## src/rtl/fetch_buffer.sv

```systemverilog
// Instruction fetch buffer: captures (PC, instruction) pairs from the PC/ROM stage
// into a small circular FIFO and hands them to decode over a valid/ready handshake.
module fetch_buffer #(
    parameter int unsigned DEPTH = 4,
    parameter int unsigned SKID  = 2,
    parameter int unsigned AW    = 32,
    parameter int unsigned DW    = 32
) (
    input  logic                     clk_i_FB,
    input  logic                     reset_i_FB,
    input  logic [AW-1:0]            pc_addr_i_FB,
    input  logic                     chip_enable_i_FB,
    input  logic [DW-1:0]            inst_i_FB,
    input  logic                     flush_i_FB,
    input  logic                     ready_i_FB,
    output logic [AW-1:0]            pc_o_FB,
    output logic [DW-1:0]            inst_o_FB,
    output logic                     valid_o_FB,
    output logic                     pc_hold_o_FB,
    output logic [$clog2(DEPTH):0]   count_o_FB,
    output logic                     overflow_o_FB
);

    localparam int unsigned PW = $clog2(DEPTH);
    localparam logic [PW:0] FULL_LEVEL = (PW+1)'(DEPTH);
    localparam logic [PW:0] HOLD_LEVEL = (PW+1)'(DEPTH - SKID);

    logic [AW-1:0] pc_mem   [DEPTH];
    logic [DW-1:0] inst_mem [DEPTH];
    logic [PW-1:0] wp;
    logic [PW-1:0] rp;
    logic [PW:0]   count;
    logic          overflow;

    logic full;
    logic pop;
    logic push;

    always_comb begin
        full = (count == FULL_LEVEL);
        pop  = (count != '0) & ready_i_FB & ~flush_i_FB;
        // A full buffer still accepts a fetch when the head leaves in the same cycle.
        push = chip_enable_i_FB & ~flush_i_FB & (~full | pop);
    end

    always_ff @(posedge clk_i_FB) begin
        if (reset_i_FB) begin
            wp       <= '0;
            rp       <= '0;
            count    <= '0;
            overflow <= 1'b0;
            for (int unsigned i = 0; i < DEPTH; i++) begin
                pc_mem[i]   <= '0;
                inst_mem[i] <= '0;
            end
        end else if (flush_i_FB) begin
            wp    <= '0;
            rp    <= '0;
            count <= '0;
        end else begin
            if (push) begin
                pc_mem[wp]   <= pc_addr_i_FB;
                inst_mem[wp] <= inst_i_FB;
                wp           <= wp + PW'(1);
            end
            if (pop) begin
                rp <= rp + PW'(1);
            end
            if (push && !pop) begin
                count <= count + (PW+1)'(1);
            end else if (pop && !push) begin
                count <= count - (PW+1)'(1);
            end
            if (chip_enable_i_FB && full && !pop) begin
                overflow <= 1'b1;
            end
        end
    end

    // Hold is decoded from the registered count only, so it has no input-to-output path.
    assign pc_o_FB       = pc_mem[rp];
    assign inst_o_FB     = inst_mem[rp];
    assign valid_o_FB    = (count != '0);
    assign pc_hold_o_FB  = (count >= HOLD_LEVEL);
    assign count_o_FB    = count;
    assign overflow_o_FB = overflow;

endmodule

```

## config.mk

```make
export PLATFORM = sky130hd
export DESIGN_NAME = fetch_buffer
export DESIGN_NICKNAME = d
export VERILOG_FILES = /design/src/rtl/fetch_buffer.sv
export SDC_FILE = /design/constraint.sdc
export NUM_CORES = 1
export LEC_CHECK = 0
export CAP_MARGIN = 30
export CORE_ASPECT_RATIO = 2
export CORE_MARGIN = 2
export CORE_UTILIZATION = 45
export DETAILED_ROUTE_END_ITERATION = 8
export PLACE_DENSITY = 0.72
export SKIP_CTS_REPAIR_TIMING = 1
export SLEW_MARGIN = 25
export SYNTH_ARGS = -nofsm -noshare
export SYNTH_HDL_FRONTEND = slang
export SYNTH_SLANG_ARGS = --single-unit
```

## constraint.sdc

```tcl
create_clock -name clk_i_FB -period 4.65 [get_ports clk_i_FB]
set_clock_uncertainty 0.05 [all_clocks]
set_input_delay 1.1625 -clock clk_i_FB [delete_from_list [all_inputs] [get_ports clk_i_FB]]
set_output_delay 1.1625 -clock clk_i_FB [all_outputs]
set_load 0.05 [all_outputs]
```

==> Word-level counts from Yosys, hierarchy flattened <==
Memories as Yosys holds them, arrays and structs flattened. A register that Yosys moved wholly into a read port is not among the register bits.
Index checks and enable logic that the tools add are counted.
W data, S select, Z words.
{ "word_totals": {"word_cells": 49, "ramBits": 256, "rom_bits": 0, "in_bits": 69, "register_bits": 8, "memories": 2, "output_inout_bits": 70, "latchBits": 0} }
{ "memory_table": {"columns": ["name", "depth", "width", "rd", "rd_clocked_by_memory_dff", "write_ports", "line_no", "source"], "rows": [
  ["inst_mem", 4, 32, 1, 1, 4, "29", "logic [DW-1:0] inst_mem [DEPTH];"],
  ["pc_mem", 4, 32, 1, 1, 4, "28", "logic [AW-1:0] pc_mem [DEPTH];"]
]} }
{ "op_classes": {"n_shift": 0, "add_sub_neg": 4, "n_eq_ne": 1, "muxes": 18, "n_bitwise": 7, "n_lt_le_gt_ge": 1, "n_mul": 0, "reduce_logical": 12, "div": 0} }
{ "ops": {"columns": ["operator", "count"], "rows": [
  ["$mux W32", 2],
  ["$reduce_or A32 Y1", 2],
  ["$mux W2", 6],
  ["$mux W1", 8],
  ["$mux W3", 2],
  ["$add A2 B1 Y2 const B", 2],
  ["$and A1 B1 Y1", 4],
  ["$logic_and A1 B1 Y1", 4],
  ["$add A3 B1 Y3 const B", 1],
  ["$eq A3 B3 Y1 const B", 1],
  ["$ge A3 B2 Y1 const B", 1],
  ["$reduce_bool A3 Y1", 1],
  ["$sub A3 B1 Y3 const B", 1],
  ["$logic_not A1 Y1", 2],
  ["$not A1 Y1", 2],
  ["$reduce_and A2 Y1", 1],
  ["$reduce_bool A2 Y1", 1],
  ["$reduce_or A2 Y1", 1],
  ["$or A1 B1 Y1", 1]
]} }

==> Longest topological paths before layout <==
Gate-level depths: netlist of run 1.
{ "logic_depth": {"ltp_word": 11, "ltp_mapped": 9, "ltp_nobuf": 9} }

==> Worst setup path before layout of run 1 <==
No wires, ideal clock.
{ "synth_path": {"kind": "in2reg", "startpoint": "input flush_i_FB", "endpoint": "memory inst_mem[1][0] (enable)", "path_stages": 3, "setup_time_ps": 433, "required_ps": 4167, "slack_ps": 911, "arrival_ps": 3256, "path_buffers": 0, "cell_sequence": "nand2b_1 -> or4_4 -> nand2b_1"} }
{ "synth_lines": {"columns": ["element", "line_no", "source"], "rows": [
  ["start, declared", "14", "input logic flush_i_FB,"],
  ["end, declared", "29", null]
]} }

==> flow_summary.ini, run 1 <==
[cells_and_area]
area_growth_pct = 20.8
drive_above_1_share_pct = 26.7
post-route-util_pct = 55.0
antenna_cells = 0
fin_nets = 944

[sta]
max_freq_ghz = 0.249
timing.final.crit_share_pct = 86.3
finalHoldViolations = 0
timing.final.ws_setup_ns = 0.639
tns_ns = 0
worstMarginPinSlew_ns = 0.868
final-setup-viol-count = 0
maxSlewHeadroom_pct = 42.1
rsz0062_at_grt = no
drv_slew = 0
fin_crit_ns = 4.01

[die]
chipHeight_um = 231
die-width_um = 118
core_area_um2 = 25500
rows = 83
initial_core_util_pct = 45.6
die_area_um2 = 27200
io_pins = 139

[global_route]
grt_pass1_vias = 6876
grt_max_degree = 65
gr-total-overflow = 0
grt_antenna_before_repair = 0
grtUsageTotal_pct = 18.8
grt_first_pass_wirelength_mm = 38.6

[clock_network]
cts-root-buf = clkbuf_16
cts_made_buffers = 23
clockBufferDepth = 3
cts.sinks = 266
clk-insertion-delay-late_ns = 0.51
cts_tree = built
cts.clk_slew.worst_paths_ns = 0.06
htreeDepth = 1

[logic_synthesis]
ys_ff_latch = 266
synth_nets = 814
syn_inst = 743
synth_cell_types = 29
synth_area_per_cell_um2 = 15.7
syn_area_um2 = 11600
synth-seq-area-share_pct = 67.8
synth_warnings = 0

[setup_path]
cp.arrival_ns = 2.80
critPathLaunchType = flop
cp_data_required_time_ns = 3.44
end_kind = output port
ff2ff_path_depth = 4
criticalPathCategory = flop to output port
cp_max_fo = 16

[min_path]
hold-path-cell-count = 2
min_path_type = flop to flop

[run_status]
outcome = finished clean

[placed_design]
io_buffers = 138
place_hpwl_mm = 15.3
place_congestion = 0.739
place_ws_ns = 0.975

[detailed_routing]
viasPerCell = 5.22
vias = 6414
drt-initial-drc-count = 498
drc = 0
wire_per_inst_um = 20.5
wl_mm = 25.3
dr.pass1.iters = 4
ant_nets = 0

[power_and_ir_drop]
p_leak_nw = 4.70
power.density_nw_per_um2 = 378
vdd.ir_drop.worst_mv = 0.259

[job]
max_cap_violations = 0
## registers in the layout, summed over array words and instances, names as in the netlist, named ones only
register and count:
inst_mem 128, rp 2, overflow_o_FB 1, pc_mem 128, count_o_FB 3, wp 2
## critical path: stages, from the launching register on
cell and delay [ns]:
dfxtp_4 0.57, buf_4 0.39, mux4_2 0.59, clkdlybuf4s50_1 0.72
## cell type report
type | instances | area [um2]
clock buffer | 31 | 616
clock inverter | 10 | 126
fill | 2107 | 11500
inverter | 3 | 11.3
multi-input combinational | 424 | 3400
sequential | 266 | 7900
tap | 340 | 425
timing repair buffer | 155 | 1590
## layout by cell type, fill, tap and decap left out, types with 2 or more instances in the layout
cell type / n
a21oi_1: 4
buf_12: 5
buf_4: 11
bufinv_16: 3
clkbuf_1: 7
clkbuf_16: 23
clkdlybuf4s50_1: 137
clkinv_1: 2
clkinv_2: 4
dfxtp_1: 8
dfxtp_4: 2
edfxtp_1: 256
inv_1: 3
mux4_2: 64
nand2b_1: 65
nand2b_4: 3
nor2_1: 152
nor2_2: 110
o21ai_0: 2
o31ai_1: 2
or2_2: 3
or3_1: 2
or4_4: 2
xor2_1: 4
## cells in the mapped netlist
cell      instances  area share, %
a21oi_1           4           0.17
a31o_2            1          0.075
buf_2             8           0.34
buf_4             7           0.45
buf_6            20            1.9
clkbuf_1         15           0.48
dfxtp_1          10            1.7
edfxtp_1        256             66
fa_1              1           0.17
ha_1              1           0.11
inv_1             3          0.097
mux2i_1           1          0.086
mux4_2           64             12
nand2_1           1          0.032
nand2b_1         68            3.7
nand3_1           1          0.043
nand4_1           1          0.054
nor2_1          152            4.9
nor2_2          110            5.9
nor2b_1           1          0.054
nor4b_2           1           0.13
o21ai_0           2          0.086
o311ai_0          1          0.075
o31ai_1           2           0.13
or2_2             3           0.16
or3_1             2           0.11
or4_4             2           0.19
or4b_1            1          0.086
xor2_1            4           0.30
## metal layers
layer	vias to the layer above	global-route usage, %	wire length [um]
met4	0	6.44	626
met3	35	2.39	1310
met5	-	0	0
met1	3245	21.4	9040
met2	187	35.8	14300
li1	2947	-	-
## power breakdown
group	leakage, nW	internal (W)	switching (W)
logic	1.60	0.000234	0.000395
registers	2.74	0.00274	0.0000332
clock network	0.365	0.00110	0.000822
total	4.70	0.00407	0.00125
## cells by family (layout without fill, tap and decap cells)
logic type      after synthesis  after routing  synth area share [%]
fa+ha+maj                     2              2                 0.279
mux                          65             65                  12.5
buf+inv                      53            199                  3.31
simple gates                343            343                  15.3
flops                       266            266                  67.8
xor+xnor                      4              4                 0.301
compound gates               10             10                 0.538
## per-stage QoR
| stage | power [W] | hold slack (ns) | area (um2) | cells |
|---|---|---|---|---|
| after CTS | 0.00536 | 0.449 | 14100 | 1229 |
| final | 0.00532 | 0.439 | 14100 | 1229 |
| after floorplan | 0.00322 | 0.426 | 11600 | 743 |
| after global placement | 0.00345 | 0.430 | 13300 | 1187 |
| after detailed placement | 0.00346 | 0.425 | 13300 | 1188 |
| after global routing | 0.00548 | 0.486 | 14100 | 1229 |
## path summary, 6_finish.rpt
| kind | startpoint | slack [ns] | to |
|---|---|---|---|
| min | overflow_o_FB | 0.44 | overflow_o_FB |
| max reg2reg | count_o_FB[0] | 2.11 | pc_mem[1][20] |
| max | flop | 0.64 | pc_o_FB[14] |
| min reg2reg | overflow_o_FB | 0.44 | overflow_o_FB |
(Power assumes the default switching activity.)
==> inputs of run 2 (changes only) <==
HOLD_SLACK_MARGIN = 0.1   (was default)
==> results of run 2 <==
No change in the layout: final DEF, timing and power equal those of run 1.
